**config.mk**
```make
export PLATFORM = sky130hd
export DESIGN_NAME = channel_noise_injector
export DESIGN_NICKNAME = d
export VERILOG_FILES = /design/src/rtl/channel_noise_injector_pkg.sv /design/src/rtl/channel_noise_injector_sync_fifo.sv /design/src/rtl/channel_noise_injector.sv
export SDC_FILE = /design/constraint.sdc
export NUM_CORES = 1
export LEC_CHECK = 0
export CAP_MARGIN = 20
export CORE_AREA = 2 2 121 123
export DETAILED_ROUTE_END_ITERATION = 16
export DIE_AREA = 0 0 123 125
export PLACE_DENSITY = 0.69
export SYNTH_ARGS = -nofsm -noshare
export SYNTH_HDL_FRONTEND = slang
export SYNTH_SLANG_ARGS = --single-unit
```
**constraint.sdc**
```tcl
create_clock -name clk -period 5.3 [get_ports clk]
set_input_delay 0.795 -clock clk [delete_from_list [all_inputs] [get_ports clk]]
set_output_delay 0.795 -clock clk [all_outputs]
set_load 0.02 [all_outputs]
```
**src/rtl/channel_noise_injector_pkg.sv**
```systemverilog
// Shared widths and the clip-to-range adder used by the noise injector.
package noise_chan_pkg;

  localparam int DEF_SIG_W   = 8;
  localparam int DEF_NOISE_W = 8;
  localparam int CNT_W       = 16;

  typedef struct packed {
    logic signed [31:0] val;
    logic               sat;
  } sat_res_t;

  // Adds two sign-extended operands and clips the sum to a signed w-bit range.
  function automatic sat_res_t sat_add(input logic signed [31:0] sig,
                                       input logic signed [31:0] noise_scaled,
                                       input int                 w);
    logic signed [31:0] sum;
    logic signed [31:0] hi;
    logic signed [31:0] lo;
    sat_res_t           r;
    sum   = sig + noise_scaled;
    hi    = (32'sd1 <<< (w - 1)) - 32'sd1;
    lo    = -hi - 32'sd1;
    r.sat = 1'b1;
    if (sum > hi)      r.val = hi;
    else if (sum < lo) r.val = lo;
    else begin
      r.val = sum;
      r.sat = 1'b0;
    end
    return r;
  endfunction

endpackage

```
**src/rtl/channel_noise_injector_sync_fifo.sv**
```systemverilog
// Shallow synchronous FIFO with wrap-bit pointers and a combinational head.
module sync_fifo #(
  parameter int W     = 8,
  parameter int DEPTH = 4
) (
  input  logic         clk,
  input  logic         rst,
  input  logic         push,
  input  logic         pop,
  input  logic [W-1:0] din,
  output logic [W-1:0] head,
  output logic         full,
  output logic         empty
);

  localparam int AW = $clog2(DEPTH);

  logic [W-1:0] mem [DEPTH];
  logic [AW:0]  wptr;
  logic [AW:0]  rptr;

  // Push into a full FIFO is only issued alongside a pop; the slot written is
  // the one being read this cycle, so the head still sees the old entry.
  always_ff @(posedge clk or posedge rst) begin
    if (rst) begin
      wptr <= '0;
      rptr <= '0;
      for (int i = 0; i < DEPTH; i++) mem[i] <= '0;
    end else begin
      if (push) begin
        mem[wptr[AW-1:0]] <= din;
        wptr              <= wptr + 1'b1;
      end
      if (pop) rptr <= rptr + 1'b1;
    end
  end

  assign head  = mem[rptr[AW-1:0]];
  assign empty = (wptr == rptr);
  assign full  = (wptr[AW] != rptr[AW]) && (wptr[AW-1:0] == rptr[AW-1:0]);

endmodule

```
**src/rtl/channel_noise_injector.sv**
```systemverilog
// Pairs each Tx symbol with one noise sample, adds with saturation, and keeps stats.
module channel_noise_injector
  import noise_chan_pkg::*;
#(
  parameter int SIG_W       = DEF_SIG_W,
  parameter int NOISE_W     = DEF_NOISE_W,
  parameter int DEPTH       = 4,
  parameter int NOISE_SHIFT = 0
) (
  input  logic                      clk,
  input  logic                      rst,
  input  logic                      en,
  input  logic                      noise_bypass,
  input  logic signed [SIG_W-1:0]   sig_in,
  input  logic                      sig_in_valid,
  output logic                      sig_in_ready,
  input  logic signed [NOISE_W-1:0] noise_in,
  input  logic                      noise_in_valid,
  output logic signed [SIG_W-1:0]   rx_out,
  output logic                      rx_out_valid,
  output logic [CNT_W-1:0]          sat_count,
  output logic [CNT_W-1:0]          drop_count
);

  logic [SIG_W-1:0]   sig_head;
  logic [NOISE_W-1:0] noise_head;
  logic               sig_full, sig_empty, noise_full, noise_empty;
  logic               sig_push, noise_push, pop, drop;

  assign pop          = en && !sig_empty && !noise_empty;
  assign sig_in_ready = !sig_full;
  assign sig_push     = sig_in_valid && !sig_full;
  // Noise has no backpressure: a full FIFO still accepts if it pops this cycle.
  assign noise_push   = noise_in_valid && (!noise_full || pop);
  assign drop         = noise_in_valid && noise_full && !pop;

  sync_fifo #(.W(SIG_W), .DEPTH(DEPTH)) u_sig_fifo (
    .clk   (clk),
    .rst   (rst),
    .push  (sig_push),
    .pop   (pop),
    .din   (sig_in),
    .head  (sig_head),
    .full  (sig_full),
    .empty (sig_empty)
  );

  sync_fifo #(.W(NOISE_W), .DEPTH(DEPTH)) u_noise_fifo (
    .clk   (clk),
    .rst   (rst),
    .push  (noise_push),
    .pop   (pop),
    .din   (noise_in),
    .head  (noise_head),
    .full  (noise_full),
    .empty (noise_empty)
  );

  logic signed [NOISE_W-1:0] noise_shr;
  logic signed [31:0]        sig_ext;
  logic signed [31:0]        noise_ext;
  sat_res_t                  res;
  logic                      unused_hi;

  assign noise_shr = $signed(noise_head) >>> NOISE_SHIFT;
  assign sig_ext   = 32'($signed(sig_head));
  assign noise_ext = noise_bypass ? 32'sd0 : 32'(noise_shr);
  assign res       = sat_add(sig_ext, noise_ext, SIG_W);
  assign unused_hi = ^res.val[31:SIG_W];

  always_ff @(posedge clk or posedge rst) begin
    if (rst) begin
      rx_out       <= '0;
      rx_out_valid <= 1'b0;
      sat_count    <= '0;
      drop_count   <= '0;
    end else begin
      rx_out_valid <= pop;
      if (pop) rx_out <= res.val[SIG_W-1:0];
      if (pop && res.sat && (sat_count != '1)) sat_count <= sat_count + 1'b1;
      if (drop && (drop_count != '1))          drop_count <= drop_count + 1'b1;
    end
  end

endmodule

```
==> impl_table.tex <==
\begin{tabular}{lr}
\hline
Metric & Value \\
\hline
\multicolumn{2}{l}{\textbf{Worst setup path}} \\
Data required time at the worst endpoint & 5.60 ns \\
Critical path capture point type & register \\
Setup crit start kind & register \\
CP max-delay cell & mux4\_2 \\
Crit path max-delay family & simple AND/OR/NAND/NOR gates \\
Cell type with the highest occurrence count on the critical path & fa\_1 \\
Launching point of the worst reg2reg path & u\_noise\_fifo.rptr[0]\$\_DFFE\_PP0P\_ \\
Startpoint-to-endpoint class of the critical path & register to register \\
Cell depth of the worst flop-to-flop path & 16 \\
CP arrival & 5.26 ns \\
Delay of the slowest cell on the worst path & 0.53 ns \\
Reg-to-reg slack, setup & 0.33 ns \\
Highest net fanout along the worst path & 9 \\
Count of buffer and inverter cells on the critical path & 1 \\
Cell-by-cell trace of the critical path & buf\_4 > mux4\_2 > nor2b\_1 > ha\_1 > nand3\_1 > o22ai\_1 > o31ai\_1 > nand2b\_1 > fa\_1 > fa\_1 > nor4b\_1 > nand2\_1 > nor4\_2 > a32oi\_2 > and2\_4 > mux2\_1 \\
RR Endpoint & sat\_count[1]\$\_DFFE\_PP0P\_ \\
\multicolumn{2}{l}{\textbf{Clock tree}} \\
TritonCTS Buffers & 17 \\
Clk buf depth & 2 \\
\# hold bufs at CTS & 0 \\
Setup repair bufs after CTS & 0 \\
Clock slew at the register clock pins of the worst setup and hold paths & 0.06 ns \\
Master cell of the clock root buffer & clkbuf\_16 \\
Sink Count & 117 \\
Skew-Pair Late Insertion Delay & 0.42 ns \\
Clock H-tree levels & 4 \\
CTS tree & done \\
\multicolumn{2}{l}{\textbf{Min path}} \\
Terminating pin of the worst hold path & u\_noise\_fifo.wptr[2]\$\_DFFE\_PP0P\_ \\
Hold\_sp & u\_noise\_fifo.wptr[2]\$\_DFFE\_PP0P\_ \\
Class of the worst hold path & register to register \\
Depth of the worst hold-timing path & 1 \\
\multicolumn{2}{l}{\textbf{Yosys}} \\
Dominant combinational cell family by area after synthesis & multiplexers \\
Number of library cell types mapped by synthesis & 54 \\
Count of flip-flops with a built-in enable after synthesis & 0 \\
Xor and xnor fraction of the mapped netlist area & 6.89\% \\
Synthesized flop and latch total & 117 \\
Sequential fraction of the synthesis area & 48.1\% \\
Main flop type after synthesis & dfrtp\_1 \\
Post-synthesis compound-gate area fraction & 4.63\% \\
Simple-gate portion of the synthesized area & 12.1\% \\
Post-Synthesis Mean Instance Area & 12.8 um2 \\
Async set-reset flop share out of synthesis & 100\% \\
Total standard cell area after synthesis & 6080 um2 \\
Cells after Synth & 476 \\
Syn. warnings & 0 \\
Syn nets & 529 \\
Adder-cell share of the synthesized area & 7.74\% \\
Multiplexer fraction of the synthesized cell area & 18.7\% \\
\multicolumn{2}{l}{\textbf{STA}} \\
Final cycle utilization of the critical path & 93.7\% \\
Slew at the pin with the worst max-slew slack & 0.707 ns \\
Highest clock frequency the design can meet & 201 MHz \\
Worst slew margin & 52.8\% \\
RSZ-0062 raised after global routing & false \\
Final setup skew & 0.0113 ns \\
Final number of setup-violating endpoints & 0 \\
Min Tclk post-route & 4.97 ns \\
Hold violation total from the final report & 0 \\
Max-slew violation count & 0 \\
\multicolumn{2}{l}{\textbf{Routing}} \\
Count of vias placed by the detailed router & 4,043 \\
Antenna viol nets, final & 0 \\
Number of search-and-repair iterations in the first detailed-routing pass & 4 \\
DRC marker count from the first detailed-route iteration & 217 \\
Post-detailed-routing wire length & 12,400 um \\
Total DRC errors in the routed layout & 0 \\
WL per Instance & 16.5 um \\
Routed vias/inst & 5.36 \\
\multicolumn{2}{l}{\textbf{Layout}} \\
NumNets Final & 611 \\
Antenna diodes & 0 \\
Core Util, Final & 53.7\% \\
Layout cells sized above 1 & 23.2\% \\
Count of fill cells added during filler insertion & 1,188 \\
Area overhead of the layout relative to synthesis & 25.3\% \\
\multicolumn{2}{l}{\textbf{Placed design}} \\
Port Buffers & 63 \\
Routability congestion estimate from global placement & 0.865 \\
Half-perimeter wire length after detailed placement & 8870 um \\
\multicolumn{2}{l}{\textbf{Global routing}} \\
Total congestion overflow after global routing & 0 \\
Maximum number of pins on one net before global-route repair & 83 \\
Number of global-route vias before repair & 4,105 \\
Global Route Usage Sum & 17.7\% \\
M3 GR Usage & 4.24\% \\
Met1 global-route usage & 23.3\% \\
First-pass GRT wire length & 21,000 um \\
Initial antenna violation count & 0 \\
Layer with the highest usage & met2 \\
Met2 track demand over resource in global routing & 28.3\% \\
\multicolumn{2}{l}{\textbf{Floorplanning}} \\
Die span in y & 125 um \\
Starting density of the core & 42.8\% \\
Number of primary I/O pins & 64 \\
Area of the placeable core & 14,200 um2 \\
Die X-Extent & 123 um \\
FP Rows & 44 \\
Die area & 15,400 um2 \\
\multicolumn{2}{l}{\textbf{Power}} \\
Sequential fraction of design power & 28.0\% \\
Net Sw Power & 1.98 mW \\
Worst ir drop on vdd & 0.346 mV \\
Clk pwr share & 23.2\% \\
Power density over the cells & 703 nW/um2 \\
Internal power summed over all cells & 3.38 mW \\
Leakage & 3.17 nW \\
Power share of the combinational group & 48.8\% \\
Switching power share of the total & 37.0\% \\
Post-layout total power & 5.36 mW \\
\multicolumn{2}{l}{\textbf{Status}} \\
Result of the run & complete, no violations \\
\multicolumn{2}{l}{\textbf{Run}} \\
Max-cap violation count & 0 \\
\hline
\end{tabular}
per-stage QoR:
stage	instances	worst slack (ns)	hold slack, ns	TNS (ns)	cell area (um2)
6_report	754	0.334	0.494	0	7620
5_1_grt	754	0.00403	0.506	0	7620
4_1_cts	753	0.193	0.497	0	7590
3_5_place_dp	722	-0.0556	0.487	-0.0556	6950
3_3_place_gp	722	0.0905	0.478	0	6950
2_1_floorplan	476	0.384	0.463	0	6080
worst max-delay path by stage:
stage / from / to / cells after the start
after CTS: u_noise_fifo.rptr[0]$_DFFE_PP0P_ / sat_count[1]$_DFFE_PP0P_ / 16
final: u_noise_fifo.rptr[0]$_DFFE_PP0P_ / sat_count[1]$_DFFE_PP0P_ / 16
after global placement: noise_bypass / sat_count[1]$_DFFE_PP0P_ / 16
after global routing: u_noise_fifo.rptr[1]$_DFFE_PP0P_ / sat_count[1]$_DFFE_PP0P_ / 16
after floorplan: u_noise_fifo.rptr[0]$_DFFE_PP0P_ / sat_count[1]$_DFFE_PP0P_ / 16
after detailed placement: noise_bypass / sat_count[1]$_DFFE_PP0P_ / 16
registers in the layout (all words and copies together) (netlist names):
signal,count
u_noise_fifo.rptr,3
rx_out,8
u_sig_fifo.mem,32
u_sig_fifo.wptr,3
u_noise_fifo.mem,32
u_sig_fifo.rptr,3
sat_count,16
rx_out_valid,1
drop_count,16
u_noise_fifo.wptr,3
synthesized netlist by cell type (2+ instances only):
cell type  instances  area, um2
nor4_1             4       25.0
xor2_1            10       87.6
nor3b_1            2       15.0
buf_6              2       22.5
o21bai_1           2       15.0
mux4_2             9        203
nand2_2            4       25.0
and2_1             2       12.5
buf_2              4       20.0
nor2b_1           10       62.6
nand4_1           15       93.8
nor4b_1            2       17.5
nand2_1           32        120
buf_1              2       7.51
dfrtp_1          117       2930
nand3_1           17       85.1
o21ai_0            7       35.0
mux4_1             6        158
and4_1             4       35.0
o31ai_1            4       30.0
and3_1             3       18.8
mux2_2            67        754
xnor2_1           36        315
fa_1              11        220
nor3_1             2       10.0
nand4b_1           2       17.5
a21oi_1           12       60.1
ha_1              20        250
o31a_1             2       17.5
nor2_1            23       86.3
a211oi_1           5       37.5
inv_1             13       48.8
nand2b_1           4       25.0
layer usage:
metal,part of all wire (%),vias up
li1,-,1891
met1,44,2029
met2,50,102
met3,4.9,21
met4,1.8,0
met5,0,-
logic make-up (layout without fill, tap and decap cells):
| logic type | after synthesis | after routing |
|---|---|---|
| buffers and inverters | 23 | 117 |
| xor gates and xnor gates | 47 | 47 |
| AOI/OAI and AO/OA | 40 | 40 |
| DFF | 117 | 117 |
| muxes | 84 | 84 |
| adders and majority gates | 31 | 31 |
| and+or+nand+nor | 134 | 134 |
layout by cell type (no fill, tap or decap), types with 15 or more instances in the layout:
cell,Yosys,layout
clkdlybuf4s50_1,0,63
nand2_1,32,32
mux2_2,67,67
nand3_1,17,17
xnor2_1,36,36
nand4_1,15,15
clkbuf_16,0,17
ha_1,20,20
nor2_1,23,23
dfrtp_1,117,116
final cells by class:
type	instances	area, um2	area share [%]
Clock buffer	20	457	5.99
Clock inverter	11	180	2.36
Inverter	13	51.3	0.673
Multi-Input combinational cell	336	3050	40.0
Sequential cell	117	2930	38.4
Tap cell	184	230	3.02
Timing Repair Buffer	73	726	9.52
power by group through the flow:
stage	clock network, mW	registers, mW	logic, mW
final	1.24	1.50	2.62
after global placement	0	1.49	2.51
after CTS	1.26	1.50	2.62
after global routing	1.31	1.55	2.93
after floorplan	0	1.51	1.93
after detailed placement	0	1.51	2.61
worst reg2reg max path: stages (launching register included):
cell and delay, ns:
dfrtp_2 0.44, buf_4 0.22, mux4_2 0.53, nor2b_1 0.15, ha_1 0.34, nand3_1 0.11, o22ai_1 0.15, o31ai_1 0.25
nand2b_1 0.18, fa_1 0.41, fa_1 0.46, nor4b_1 0.28, nand2_1 0.10, nor4_2 0.38, a32oi_2 0.27, and2_4 0.24
mux2_1 0.32
repair_timing:
action	in CTS	in global routing
setup endpoints to repair	0	9
hold endpoints to repair	0	0
resized for setup	0	2
(Power assumes the default switching activity.)
